[src/rtl/des_init_perm_stage.sv]
// DES Initial Permutation front-end stage: IP applied to a 64-bit block, split into L0/R0, valid/ready with
// optional skid entry (SKID_EN). Define DES_IP_SELFCHECK_EN to store raw blocks and flag inverse-IP mismatches.
module des_init_perm_stage #(
    parameter bit SKID_EN = 1'b1
) (
    input  logic        clk,
    input  logic        rst_n,
    input  logic        in_valid,
    output logic        in_ready,
    input  logic [63:0] in_block,
    output logic        out_valid,
    input  logic        out_ready,
    output logic [31:0] out_l,
    output logic [31:0] out_r,
    output logic [1:0]  occ,
    output logic        chk_err
);

    // Bit i of the result takes DES bit IP_TBL[i] (in_block bit IP_TBL[i]-1).
    localparam int unsigned IP_TBL [64] = '{
        58, 50, 42, 34, 26, 18, 10, 2, 60, 52, 44, 36, 28, 20, 12, 4,
        62, 54, 46, 38, 30, 22, 14, 6, 64, 56, 48, 40, 32, 24, 16, 8,
        57, 49, 41, 33, 25, 17,  9, 1, 59, 51, 43, 35, 27, 19, 11, 3,
        61, 53, 45, 37, 29, 21, 13, 5, 63, 55, 47, 39, 31, 23, 15, 7
    };

    function automatic logic [63:0] ip_fwd(input logic [63:0] b);
        logic [63:0] p;
        p = '0;
        for (int i = 0; i < 64; i++) p[i] = b[IP_TBL[i] - 1];
        return p;
    endfunction

    logic        main_vld_q, main_vld_d;
    logic        skid_vld_q, skid_vld_d;
    logic [63:0] main_q, main_d;
    logic [63:0] skid_q, skid_d;
    logic        accept, drain;
    logic        load_main_in, load_main_skid, load_skid;
    logic [63:0] perm;

    assign in_ready  = SKID_EN ? ~skid_vld_q : (~main_vld_q | out_ready);
    assign out_valid = main_vld_q;
    assign out_l     = main_q[31:0];
    assign out_r     = main_q[63:32];
    assign occ       = {skid_vld_q, main_vld_q & ~skid_vld_q};

    assign accept = in_valid & in_ready;
    assign drain  = main_vld_q & out_ready;
    assign perm   = ip_fwd(in_block);

    // Skid can only be occupied while main is, so a drain always refills main from skid first.
    assign load_main_skid = drain & skid_vld_q;
    assign load_main_in   = accept & (~main_vld_q | (drain & ~skid_vld_q));
    assign load_skid      = accept & main_vld_q & ~drain;

    always_comb begin
        main_vld_d = load_main_in | load_main_skid | (main_vld_q & ~drain);
        skid_vld_d = load_skid | (skid_vld_q & ~load_main_skid);
        main_d     = main_q;
        skid_d     = skid_q;
        if (load_main_skid)    main_d = skid_q;
        else if (load_main_in) main_d = perm;
        if (load_skid)         skid_d = perm;
    end

    always_ff @(posedge clk or negedge rst_n) begin
        if (!rst_n) begin
            main_vld_q <= 1'b0;
            skid_vld_q <= 1'b0;
            main_q     <= '0;
            skid_q     <= '0;
        end else begin
            main_vld_q <= main_vld_d;
            skid_vld_q <= skid_vld_d;
            main_q     <= main_d;
            skid_q     <= skid_d;
        end
    end

`ifdef DES_IP_SELFCHECK_EN
    function automatic logic [63:0] ip_inv(input logic [63:0] p);
        logic [63:0] b;
        b = '0;
        for (int i = 0; i < 64; i++) b[IP_TBL[i] - 1] = p[i];
        return b;
    endfunction

    logic [63:0] raw_main_q, raw_main_d;
    logic [63:0] raw_skid_q, raw_skid_d;
    logic        chk_err_q, chk_err_d;

    always_comb begin
        raw_main_d = raw_main_q;
        raw_skid_d = raw_skid_q;
        if (load_main_skid)    raw_main_d = raw_skid_q;
        else if (load_main_in) raw_main_d = in_block;
        if (load_skid)         raw_skid_d = in_block;
        chk_err_d = chk_err_q | (main_vld_q & (ip_inv(main_q) != raw_main_q));
    end

    always_ff @(posedge clk or negedge rst_n) begin
        if (!rst_n) begin
            raw_main_q <= '0;
            raw_skid_q <= '0;
            chk_err_q  <= 1'b0;
        end else begin
            raw_main_q <= raw_main_d;
            raw_skid_q <= raw_skid_d;
            chk_err_q  <= chk_err_d;
        end
    end

    assign chk_err = chk_err_q;
`else
    assign chk_err = 1'b0;
`endif

endmodule
[config.mk]
export PLATFORM = sky130hd
export DESIGN_NAME = des_init_perm_stage
export DESIGN_NICKNAME = d
export VERILOG_FILES = /design/src/rtl/des_init_perm_stage.sv
export SDC_FILE = /design/constraint.sdc
export NUM_CORES = 1
export LEC_CHECK = 0
export CAP_MARGIN = 20
export CORE_MARGIN = 8
export CORE_UTILIZATION = 51
export CTS_BUF_LIST = sky130_fd_sc_hd__clkbuf_4 sky130_fd_sc_hd__clkbuf_8
export CTS_CLUSTER_DIAMETER = 80
export DETAILED_ROUTE_END_ITERATION = 10
export GPL_ROUTABILITY_DRIVEN = 1
export PLACE_DENSITY = 0.92
export SLEW_MARGIN = 20
export SYNTH_ARGS = -nofsm -noshare
export SYNTH_HDL_FRONTEND = slang
export SYNTH_SLANG_ARGS = --single-unit
[constraint.sdc]
create_clock -name clk -period 2.2 [get_ports clk]
set_clock_uncertainty 0.2 [all_clocks]
set_input_delay 0.66 -clock clk [delete_from_list [all_inputs] [get_ports clk]]
set_output_delay 0.66 -clock clk [all_outputs]
set_load 0.005 [all_outputs]
==> flow_metrics.tcl <==
set metrics [dict create \
    netlist_instances 367 \
    die_w_um 119 \
    crit_end "out_l[4]" \
    cts-root-buf "clkbuf_8" \
    n_antenna_cell 0 \
    gp_routability_congestion 0.770 \
    cp-start-kind "register" \
    worstSetupPathType "register to primary output" \
    ys_top_cells_by_count "dfrtp_1 (130), nand2b_1 (63), o221a_1 (58)" \
    leakage_nw 3.29 \
    synth_ff_type "dfrtp_1" \
    cp_cell_sequence "clkdlybuf4s50_1" \
    synth_top_cell_by_area "dfrtp_1" \
    outcome "finished clean" \
    synth_fa_ha_area_frac 0 \
    vias 3753 \
    drt-initial-drc-count 184 \
    cp.buffers_inverters 1 \
    synth-seq-area-share 0.600 \
    clock-sinks 130 \
    cts_tree "yes" \
    grt_usage 0.192 \
    cp_top_family "buffers and inverters" \
    cts.clk_slew.worst_paths_ns 0.07 \
    drv_cap 0 \
    required_ns 1.34 \
    fillers 653 \
    slowest_delay_ns 0.51 \
    grt_pass1_wl_um 21900 \
    core_area_mm2 0.0103 \
    htreeDepth 4 \
    syn_area_per_cell_um2 14.8 \
    r2r-start "skid_vld_q$_DFF_PN0_" \
    cts_buffer_depth 2 \
    fin_total_pwr_mw 10.8 \
    dp_hpwl_um 9230 \
    final_max_slew_viol_count 0 \
    die_area_mm2 0.0142 \
    synthSimpleGateAreaFrac 0.0838 \
    arrival_ns 1.30 \
    rows 37 \
    power.density_mw_per_mm2 1410 \
    port_buffers 135 \
    async_flop_share 1.00 \
    io_pins 137 \
    synth_top_area_frac 0.600 \
    fin_crit_sh 0.981 \
    vdd_drop_max_uv 616 \
    synthMuxAreaShare 0.133 \
    worstPathMaxFanout 2 \
    post-route-min-period_ns 2.16 \
    wl_per_cell_um 19.9 \
    hold_buffers 0 \
    netlist_top_cells_area "dfrtp_1 (60%), o221a_1 (12%), mux2_2 (7.7%)" \
    cts_buffers 17 \
    startpoint "main_q[4]$_DFFE_PN0P_" \
    layout.nets 605 \
    reg2reg_depth 6 \
    start_util 0.525 \
    grt_start_max_net_pins 71 \
    wirelength_um 13600 \
    drt_first_pass_iters 6 \
    cp_num_cells 1 \
    r2r_end "skid_q[20]$_DFFE_PN0P_" \
    die_y_um 119 \
    drc 0 \
    area.growth.synth_to_final_pct 41.3 \
    crit_path_end_kind "primary output" \
    overflow 0 \
    clk_latency_ns 0.42 \
    ys.warnings.count 0 \
    synth-edff-count 0 \
    synth_seq_cells 130 \
    grt_pass1_vias 4090 \
    synth_xor_area_frac 0 \
    setup_tns_ns 0 \
    antenna_found_initial 0 \
    drive_gt1_frac 0.233 \
    syn-num-nets 435 \
    hp-class "primary input to asynchronous set/reset pin" \
    reg2reg_slack_ns 0.18 \
    synth_top_family_by_area "compound AO/OA/AOI/OAI gates" \
    cp_slowest_cell "clkdlybuf4s50_1" \
    hold_viol_final 0 \
    ys_types 23 \
    synth_area_mm2 0.00542 \
    synth-compound-area-share 0.137 \
    setup_viol 0 \
    yosysMostFrequentCell "dfrtp_1" \
    ant_nets 0 \
    via_per_inst 5.47 \
    max_freq_mhz 463 \
]
==> layout by cell type, fill, tap and decap left out, types with 3 or more instances in the layout <==
cell / instances
mux2_1: 27
clkbuf_8: 19
clkinvlp_4: 3
bufinv_16: 4
o221a_2: 4
dlymetal6s2s_1: 30
nand2b_1: 63
dlygate4sd2_1: 21
dfrtp_1: 128
clkinv_4: 3
clkdlybuf4s50_1: 81
inv_1: 3
o221a_1: 58
clkinv_2: 3
buf_4: 37
buf_12: 9
mux2_2: 37
==> repair_timing <==
action	4_1_cts	5_1_grt
endpoints found under the setup margin	29	41
gates resized for setup	29	31
endpoints found under the hold margin	0	0
setup buffers	11	20
==> state kept, by name (all words and copies together) (netlist names) <==
signal	count
skid_vld_q	1
skid_q	64
main_q	64
out_valid	1
==> metrics by stage <==
stage | instance area, um^2 | hold slack, ns | util | cells | setup WS (ns)
final | 7660 | 0.0354 | 0.742 | 686 | 0.0410
after CTS | 7440 | 0.0323 | 0.720 | 666 | 0.000171
after global routing | 7660 | 0.0413 | 0.742 | 686 | -0.0241
after global placement | 6940 | 0.258 | 0.672 | 623 | -0.276
after detailed placement | 6940 | 0.266 | 0.672 | 623 | -0.339
after floorplan | 5420 | 0.164 | - | 367 | 0.276
==> power by group <==
group          internal, mW  switching, mW
Combinational          2.77           1.59
Sequential             3.61          0.635
Clock                  1.29          0.922
==> per-layer routing <==
metal	part of all wire	vias to the layer above	track usage	routed length (um)
met1	0.40	1910	0.223	5510
met3	0.063	21	0.0699	856
li1	-	1705	-	-
met2	0.52	117	0.327	7060
met5	0	-	0	0
met4	0.015	0	0.0577	199
==> worst register-to-register path: cells and delay by family (launching register included) <==
kind                   cells  cell delay [ns]
buffers and inverters      3             0.49
muxes                      1             0.38
DFF                        1             0.43
and+or+nand+nor            2             0.42
==> cell families after synthesis <==
kind of cell,after synthesis
compound gates,69
buf+inv,32
flops,130
mux,64
other cells,1
simple gates,71
==> worst min path at each step <==
stage                        endpoint  slack, ns  cells after the start
3_3_place_gp   skid_q[42]$_DFFE_PN0P_       0.26                      1
2_1_floorplan   main_q[0]$_DFFE_PN0P_       0.16                      0
6_report       main_q[60]$_DFFE_PN0P_       0.04                      2
4_1_cts        main_q[58]$_DFFE_PN0P_       0.03                      2
3_5_place_dp   skid_q[42]$_DFFE_PN0P_       0.27                      1
5_1_grt        main_q[58]$_DFFE_PN0P_       0.04                      2
==> final cells by class <==
class                      count  area (um^2)  area share
clock buffer                  19          262      0.0342
timing repair buffer         180         1840       0.240
inverter                       3         11.3     0.00147
multi-input combinational    205         1940       0.253
sequential                   130         3260       0.425
tap                          136          170      0.0222
clock inverter                13          184      0.0240
No activity file was read; power rests on OpenSTA's default activity.
